## src/rtl/multicycle_control_fsm_pkg.sv

```systemverilog
// multicycle_control_fsm_pkg: opcodes, ALUOp codes and state encodings shared with the ALU control decoder
package multicycle_control_fsm_pkg;
  localparam int OP_W = 6;
  localparam int ALUOP_W = 5;
  localparam logic [OP_W-1:0] OP_R = 6'b000000;
  localparam logic [OP_W-1:0] OP_J = 6'b000010;
  localparam logic [OP_W-1:0] OP_JAL = 6'b000011;
  localparam logic [OP_W-1:0] OP_BEQ = 6'b000100;
  localparam logic [OP_W-1:0] OP_BNE = 6'b000101;
  localparam logic [OP_W-1:0] OP_ADDI = 6'b001000;
  localparam logic [OP_W-1:0] OP_ANDI = 6'b001100;
  localparam logic [OP_W-1:0] OP_ORI = 6'b001101;
  localparam logic [OP_W-1:0] OP_LUI = 6'b001111;
  localparam logic [OP_W-1:0] OP_LW = 6'b100011;
  localparam logic [OP_W-1:0] OP_SW = 6'b101011;
  localparam logic [ALUOP_W-1:0] ALU_R = 5'b00000;
  localparam logic [ALUOP_W-1:0] ALU_ADDI = 5'b00001;
  localparam logic [ALUOP_W-1:0] ALU_ANDI = 5'b00010;
  localparam logic [ALUOP_W-1:0] ALU_ORI = 5'b00011;
  localparam logic [ALUOP_W-1:0] ALU_LUI = 5'b00100;
  localparam logic [ALUOP_W-1:0] ALU_LW = 5'b00101;
  localparam logic [ALUOP_W-1:0] ALU_SW = 5'b00110;
  localparam logic [ALUOP_W-1:0] ALU_BEQ = 5'b00111;
  localparam logic [ALUOP_W-1:0] ALU_BNE = 5'b01001;
  typedef enum logic [3:0] {
    IDLE, FETCH, DECODE, MEM_ADDR, MEM_READ, MEM_WRITE, MEM_WB,
    R_EXEC, R_WB, I_EXEC, I_WB, BRANCH, JUMP, JAL_ST
  } stateT;
  function automatic logic [ALUOP_W-1:0] aluCode(input logic [OP_W-1:0] op);
    case (op)
      OP_ADDI: return ALU_ADDI;
      OP_ANDI: return ALU_ANDI;
      OP_ORI:  return ALU_ORI;
      OP_LUI:  return ALU_LUI;
      OP_LW:   return ALU_LW;
      OP_SW:   return ALU_SW;
      OP_BEQ:  return ALU_BEQ;
      OP_BNE:  return ALU_BNE;
      default: return ALU_R;
    endcase
  endfunction
  // Unknown opcodes route back to FETCH; the caller flags them as illegal
  function automatic stateT route(input logic [OP_W-1:0] op);
    case (op)
      OP_LW, OP_SW: return MEM_ADDR;
      OP_R: return R_EXEC;
      OP_ADDI, OP_ANDI, OP_ORI, OP_LUI: return I_EXEC;
      OP_BEQ, OP_BNE: return BRANCH;
      OP_J: return JUMP;
      OP_JAL: return JAL_ST;
      default: return FETCH;
    endcase
  endfunction
endpackage

```

## src/rtl/multicycle_control_fsm.sv

```systemverilog
// multicycle_control_fsm: main control FSM of the multicycle MIPS datapath
module multicycle_control_fsm
  import multicycle_control_fsm_pkg::*;
(
  input  logic               clk,
  input  logic               reset,
  input  logic [OP_W-1:0]    opcode,
  input  logic               alu_regw,
  input  logic               alu_jump,
  input  logic               mem_ready,
  output logic [ALUOP_W-1:0] alu_op,
  output logic               pc_write,
  output logic               pc_write_cond,
  output logic               branch_ne,
  output logic               iord,
  output logic               mem_read,
  output logic               mem_write,
  output logic               ir_write,
  output logic [1:0]         reg_dst,
  output logic [1:0]         mem_to_reg,
  output logic               reg_write,
  output logic               alu_src_a,
  output logic [1:0]         alu_src_b,
  output logic [1:0]         pc_source,
  output logic               illegal_op,
  output logic               instr_done
);
  stateT state, nextState;
  always_ff @(posedge clk)
    state <= !reset ? IDLE : nextState;
  // Handshake and JR qualifiers come straight from inputs so a stalled state holds its outputs
  always_comb begin
    nextState = IDLE;
    alu_op = '0;
    pc_write = 1'b0;
    pc_write_cond = 1'b0;
    branch_ne = 1'b0;
    iord = 1'b0;
    mem_read = 1'b0;
    mem_write = 1'b0;
    ir_write = 1'b0;
    reg_dst = 2'd0;
    mem_to_reg = 2'd0;
    reg_write = 1'b0;
    alu_src_a = 1'b0;
    alu_src_b = 2'd0;
    pc_source = 2'd0;
    illegal_op = 1'b0;
    instr_done = 1'b0;
    case (state)
      IDLE: nextState = FETCH;
      FETCH: begin
        mem_read = 1'b1;
        alu_src_b = 2'd1;
        alu_op = ALU_ADDI;
        ir_write = mem_ready;
        pc_write = mem_ready;
        nextState = mem_ready ? DECODE : FETCH;
      end
      DECODE: begin
        alu_src_b = 2'd3;
        alu_op = ALU_ADDI;
        nextState = route(opcode);
        illegal_op = nextState == FETCH;
        instr_done = nextState == FETCH;
      end
      MEM_ADDR: begin
        alu_src_a = 1'b1;
        alu_src_b = 2'd2;
        alu_op = aluCode(opcode);
        nextState = opcode == OP_SW ? MEM_WRITE : MEM_READ;
      end
      MEM_READ: begin
        iord = 1'b1;
        mem_read = 1'b1;
        nextState = mem_ready ? MEM_WB : MEM_READ;
      end
      MEM_WRITE: begin
        iord = 1'b1;
        mem_write = 1'b1;
        instr_done = mem_ready;
        nextState = mem_ready ? FETCH : MEM_WRITE;
      end
      MEM_WB: begin
        mem_to_reg = 2'd1;
        reg_write = 1'b1;
        instr_done = 1'b1;
        nextState = FETCH;
      end
      R_EXEC: begin
        alu_src_a = 1'b1;
        alu_op = ALU_R;
        pc_source = alu_jump ? 2'd3 : 2'd0;
        pc_write = alu_jump;
        instr_done = alu_jump;
        nextState = alu_jump ? FETCH : R_WB;
      end
      R_WB: begin
        reg_dst = 2'd1;
        reg_write = alu_regw;
        instr_done = 1'b1;
        nextState = FETCH;
      end
      I_EXEC: begin
        alu_src_a = 1'b1;
        alu_src_b = 2'd2;
        alu_op = aluCode(opcode);
        nextState = I_WB;
      end
      I_WB: begin
        alu_op = aluCode(opcode);
        reg_write = 1'b1;
        instr_done = 1'b1;
        nextState = FETCH;
      end
      BRANCH: begin
        alu_src_a = 1'b1;
        alu_op = aluCode(opcode);
        pc_source = 2'd1;
        pc_write_cond = 1'b1;
        branch_ne = opcode == OP_BNE;
        instr_done = 1'b1;
        nextState = FETCH;
      end
      JUMP: begin
        pc_source = 2'd2;
        pc_write = 1'b1;
        instr_done = 1'b1;
        nextState = FETCH;
      end
      JAL_ST: begin
        pc_source = 2'd2;
        pc_write = 1'b1;
        reg_dst = 2'd2;
        mem_to_reg = 2'd2;
        reg_write = 1'b1;
        instr_done = 1'b1;
        nextState = FETCH;
      end
      default: nextState = IDLE;
    endcase
  end
endmodule

```

## config.mk

```make
export PLATFORM = sky130hd
export DESIGN_NAME = multicycle_control_fsm
export DESIGN_NICKNAME = d
export VERILOG_FILES = /design/src/rtl/multicycle_control_fsm_pkg.sv /design/src/rtl/multicycle_control_fsm.sv
export SDC_FILE = /design/constraint.sdc
export NUM_CORES = 1
export LEC_CHECK = 0
export BUFFER_PORTS_ARGS = -buffer_cell sky130_fd_sc_hd__buf_4
export CAP_MARGIN = 20
export CORE_MARGIN = 2
export CORE_UTILIZATION = 47
export CTS_CLUSTER_SIZE = 12
export DETAILED_ROUTE_END_ITERATION = 12
export PLACE_DENSITY = 0.79
export SETUP_SLACK_MARGIN = 0.5
export SYNTH_ARGS = -nofsm -noshare
export SYNTH_HDL_FRONTEND = slang
export SYNTH_SLANG_ARGS = --single-unit
```

## constraint.sdc

```tcl
create_clock -name clk -period 1.9 [get_ports clk]
set_clock_uncertainty 0.1 [all_clocks]
set_input_delay 0.095 -clock clk [delete_from_list [all_inputs] [get_ports clk]]
set_output_delay 0.095 -clock clk [all_outputs]
set_load 0.1 [all_outputs]
```

==> flow_metrics.tcl, run 1 <==
set metrics [dict create \
    rows 15 \
    io_pins 35 \
    ys_types 49 \
    synth_fp_nets 142 \
    synth_seq_area_share_pct 9.67 \
    numCtsBuffers 3 \
    post_cts.repair.setup_buffers 14 \
    haltStage "clock tree synthesis (4_1_cts)" \
    synth-seq-cells 4 \
    h-tree-depth 1 \
    synth-edff-count 0 \
    die_h_um 46.0 \
    hpwl_mm 2.04 \
    ys_top_cells_by_area "dfxtp_1 9.7%, nor2_1 7.3%, nor2b_1 6.8%" \
    firstError "[ERROR DPL-0038] Utilization greater than 100%, impossible to legalize" \
    clockBufferDepth 2 \
    run_status "did not finish" \
    synth_top_area_share_pct 9.67 \
    syn_area_um2 828 \
    place_congestion 0.900 \
    synthFlopType "dfxtp_1" \
    io_buffer_count 33 \
    cts-resized-gates 94 \
    dieWidth_um 46.0 \
    yosys_warnings 0 \
    synth_top_area_cell "dfxtp_1" \
    cts_hold_buf 1 \
    post-place-ws_ps 122 \
    dp_cells 178 \
    ys_async_sr_fraction_pct 0 \
    start_util_pct 49.0 \
    syn_inst 131 \
    syn_avg_cell_area_um2 6.32 \
    root_buffer "clkbuf_4" \
    cts_num_sinks 4 \
]
metrics by stage:
step | area [um2] | utilization [%] | hold slack [ps]
2_1_floorplan | 1070 | - | 112
3_3_place_gp | 1300 | 77.2 | 234
3_5_place_dp | 1300 | 77.2 | 239
kinds of logic after synthesis:
kind of cell	share of synthesized area (%)
mux	1.36
simple gates	45.0
compound gates	30.4
other cells	0.453
flops	9.67
xor+xnor	1.06
buf+inv	10.9
fa+ha+maj	1.21
cells in the mapped netlist (all sizes together), types with 2 or more instances:
cell    count
nor2b       9
buf        10
a311oi      2
or2         2
nand4b      2
o22ai       5
and3        2
or3         2
nor3        4
inv         5
nor4        3
nand2b      9
clkbuf      3
a21oi       6
nand3       3
a31oi       3
a211oi      2
dfxtp       4
nand2      13
nor2       16
o21ai       5
==> run 2, diff against run 1 <==
--- a/config.mk
+++ b/config.mk
@@ -7,12 +7,10 @@
 export LEC_CHECK = 0
 export BUFFER_PORTS_ARGS = -buffer_cell sky130_fd_sc_hd__buf_4
 export CAP_MARGIN = 20
-export CORE_MARGIN = 2
-export CORE_UTILIZATION = 47
-export CTS_CLUSTER_SIZE = 12
+export CORE_AREA = 2 2 63 65
 export DETAILED_ROUTE_END_ITERATION = 12
-export PLACE_DENSITY = 0.79
-export SETUP_SLACK_MARGIN = 0.5
+export DIE_AREA = 0 0 65 67
+export PLACE_DENSITY_LB_ADDON = 0.15
 export SYNTH_ARGS = -nofsm -noshare
 export SYNTH_HDL_FRONTEND = slang
 export SYNTH_SLANG_ARGS = --single-unit
==> flow_metrics.tcl, run 2 <==
set metrics [dict create \
    yosys_warnings 0 \
    fin_ws_ps -16.1 \
    synth-seq-cells 4 \
    crit_path_end_kind "output pin" \
    cts_tree "done" \
    powerDensity_mw_per_mm2 501 \
    numCtsBuffers 3 \
    nNetsFinal 180 \
    grt_pass1_vias 1045 \
    drc 0 \
    placed_area_mm2 0.00131 \
    final_cell_area_mm2 0.00140 \
    path_cells "nand2b_4 -> or3_4 -> a311oi_4 -> buf_4" \
    critPathBufInv 1 \
    wl_per_cell_um 13.9 \
    synthFlopType "dfxtp_1" \
    drive_above_1_share_pct 48.5 \
    rsz0062_at_grt "yes" \
    arrival_ps 1720 \
    post_cts.repair.setup_buffers 0 \
    clockBufferDepth 2 \
    synth_commonest_cells "16 x nor2_1, 13 x nand2_1, 9 x nor2b_1" \
    critPathLaunchType "register" \
    io_pins 35 \
    ys_top_cells_by_area "dfxtp_1 9.7%, nor2_1 7.3%, nor2b_1 6.8%" \
    cts_hold_buf 0 \
    synth_most_common_cell "nor2_1" \
    setup_viol 1 \
    hpwl_mm 2.45 \
    syn_inst 131 \
    grt_pass1_wl_mm 4.86 \
    cap_violations 0 \
    ant_nets 0 \
    worst-path-stages 4 \
    grt_overflow 0 \
    violations "setup timing" \
    clk_pin_slew_ps 30 \
    p_leak_nw 0.548 \
    drt_iter0_drc 64 \
    drtPass1Iterations 4 \
    top_register "state" \
    grt_antenna_before_repair 0 \
    dieWidth_um 65 \
    required_ps 1700 \
    wirelength_mm 3.00 \
    holdWs_ps 25.2 \
    cp_max_fo 5 \
    power_w 0.000702 \
    place_congestion 0.774 \
    mostFrequentLayoutCell "buf_4" \
    period_share_pct 101 \
    syn_area_um2 828 \
    min_path_type "input pin to register" \
    io_buffer_count 33 \
    synth_top_area_share_pct 9.67 \
    cp_slowest_cell "or3_4" \
    rows 22 \
    report.final.slew_viol_count 0 \
    start_util_pct 23.0 \
    vias 1100 \
    run_status "finished, violations left" \
    syn2layout_area_growth_pct 69.2 \
    h-tree-depth 1 \
    reg_top3 "state: 4 flops" \
    die_h_um 67 \
    syn_avg_cell_area_um2 6.32 \
    fin_crit_ps 1920 \
    r2r.worst_path.cells 5 \
    synth_seq_area_share_pct 9.67 \
    antenna_cells 0 \
    dieArea_mm2 0.00436 \
    path_class "register to output pin" \
    ys_types 49 \
    finalHoldViolCount 0 \
    grt_start_max_net_pins 15 \
    clock.fmax_mhz 522 \
    track_usage_pct 14.2 \
    ys_async_sr_fraction_pct 0 \
    crit_family "simple AND/OR/NAND/NOR gates" \
    synth_fp_nets 142 \
    clock_latency_ps 210 \
    largest_reg_flops 4 \
    vias_per_cell 5.12 \
    cts_num_sinks 4 \
    fill_cells 381 \
    coreArea_mm2 0.00361 \
    hold_path_depth 2 \
    synth_top_area_cell "dfxtp_1" \
    layout_common_cells "41 x buf_4, 13 x nand2_1, 11 x nor2_1" \
    cpPeakStageDelay_ps 360 \
    root_buffer "clkbuf_8" \
    synth-edff-count 0 \
    max-vdd-ir-drop_uv 177 \
    finalSetupTns_ps -16.1 \
]
[run 2: final cells by class]
| type | instances | area (um2) | share of cell area, % |
|---|---|---|---|
| multi-input cells | 109 | 823 | 58.8 |
| inverters | 5 | 18.8 | 1.34 |
| well taps | 48 | 60.1 | 4.29 |
| clock buffers | 3 | 41.3 | 2.95 |
| flip-flops and latches | 4 | 85.1 | 6.07 |
| repair buffers | 46 | 373 | 26.6 |
[run 2: per-layer routing]
| layer | vias up | GRT usage, % | wire length [um] |
|---|---|---|---|
| met5 | - | 0 | 0 |
| met4 | 0 | 3.99 | 17 |
| met3 | 2 | 1.18 | 168 |
| met2 | 41 | 25.3 | 1480 |
| met1 | 511 | 18.2 | 1340 |
| li1 | 546 | - | - |
[run 2: logic make-up (layout without fill, tap and decap cells)]
group	after synthesis	after routing	synth area share, %
other cells	1	1	0.453
xor+xnor	1	1	1.06
buf+inv	18	54	10.9
simple gates	69	69	45.0
compound gates	36	36	30.4
mux	1	1	1.36
flops	4	4	9.67
fa+ha+maj	1	1	1.21
[run 2: metrics by stage]
step,std cells,utilization (%),worst slack [ps]
after floorplan,131,-,-545
final,215,38.9,-16.1
after global placement,212,36.4,133
after detailed placement,212,36.4,115
after global routing,215,38.9,-42.2
after CTS,215,38.1,-24.9
[run 2: power by group]
| group | switching [W] | internal (W) |
|---|---|---|
| combinational | 0.000297 | 0.000132 |
| clock | 0.0000399 | 0.000135 |
| sequential | 0.00000810 | 0.0000910 |
[run 2: final timing paths]
check / slack (ps) / to / from
setup reg to reg: 350 / state[0] / state[0]
hold / removal: 30 / state[1] / reset
setup / recovery: -20 / illegal_op / state[0]
hold reg to reg: 610 / state[3] / state[0]
[run 2: repair_timing]
| item | 4_1_cts | 5_1_grt |
|---|---|---|
| setup endpoints to repair | 6 | 7 |
| pin swaps | 1 | 0 |
| endpoints found under the hold margin | 0 | 0 |
| resized for setup | 6 | 7 |
| cloned | 0 | 0 |
(Power assumes the default switching activity.)
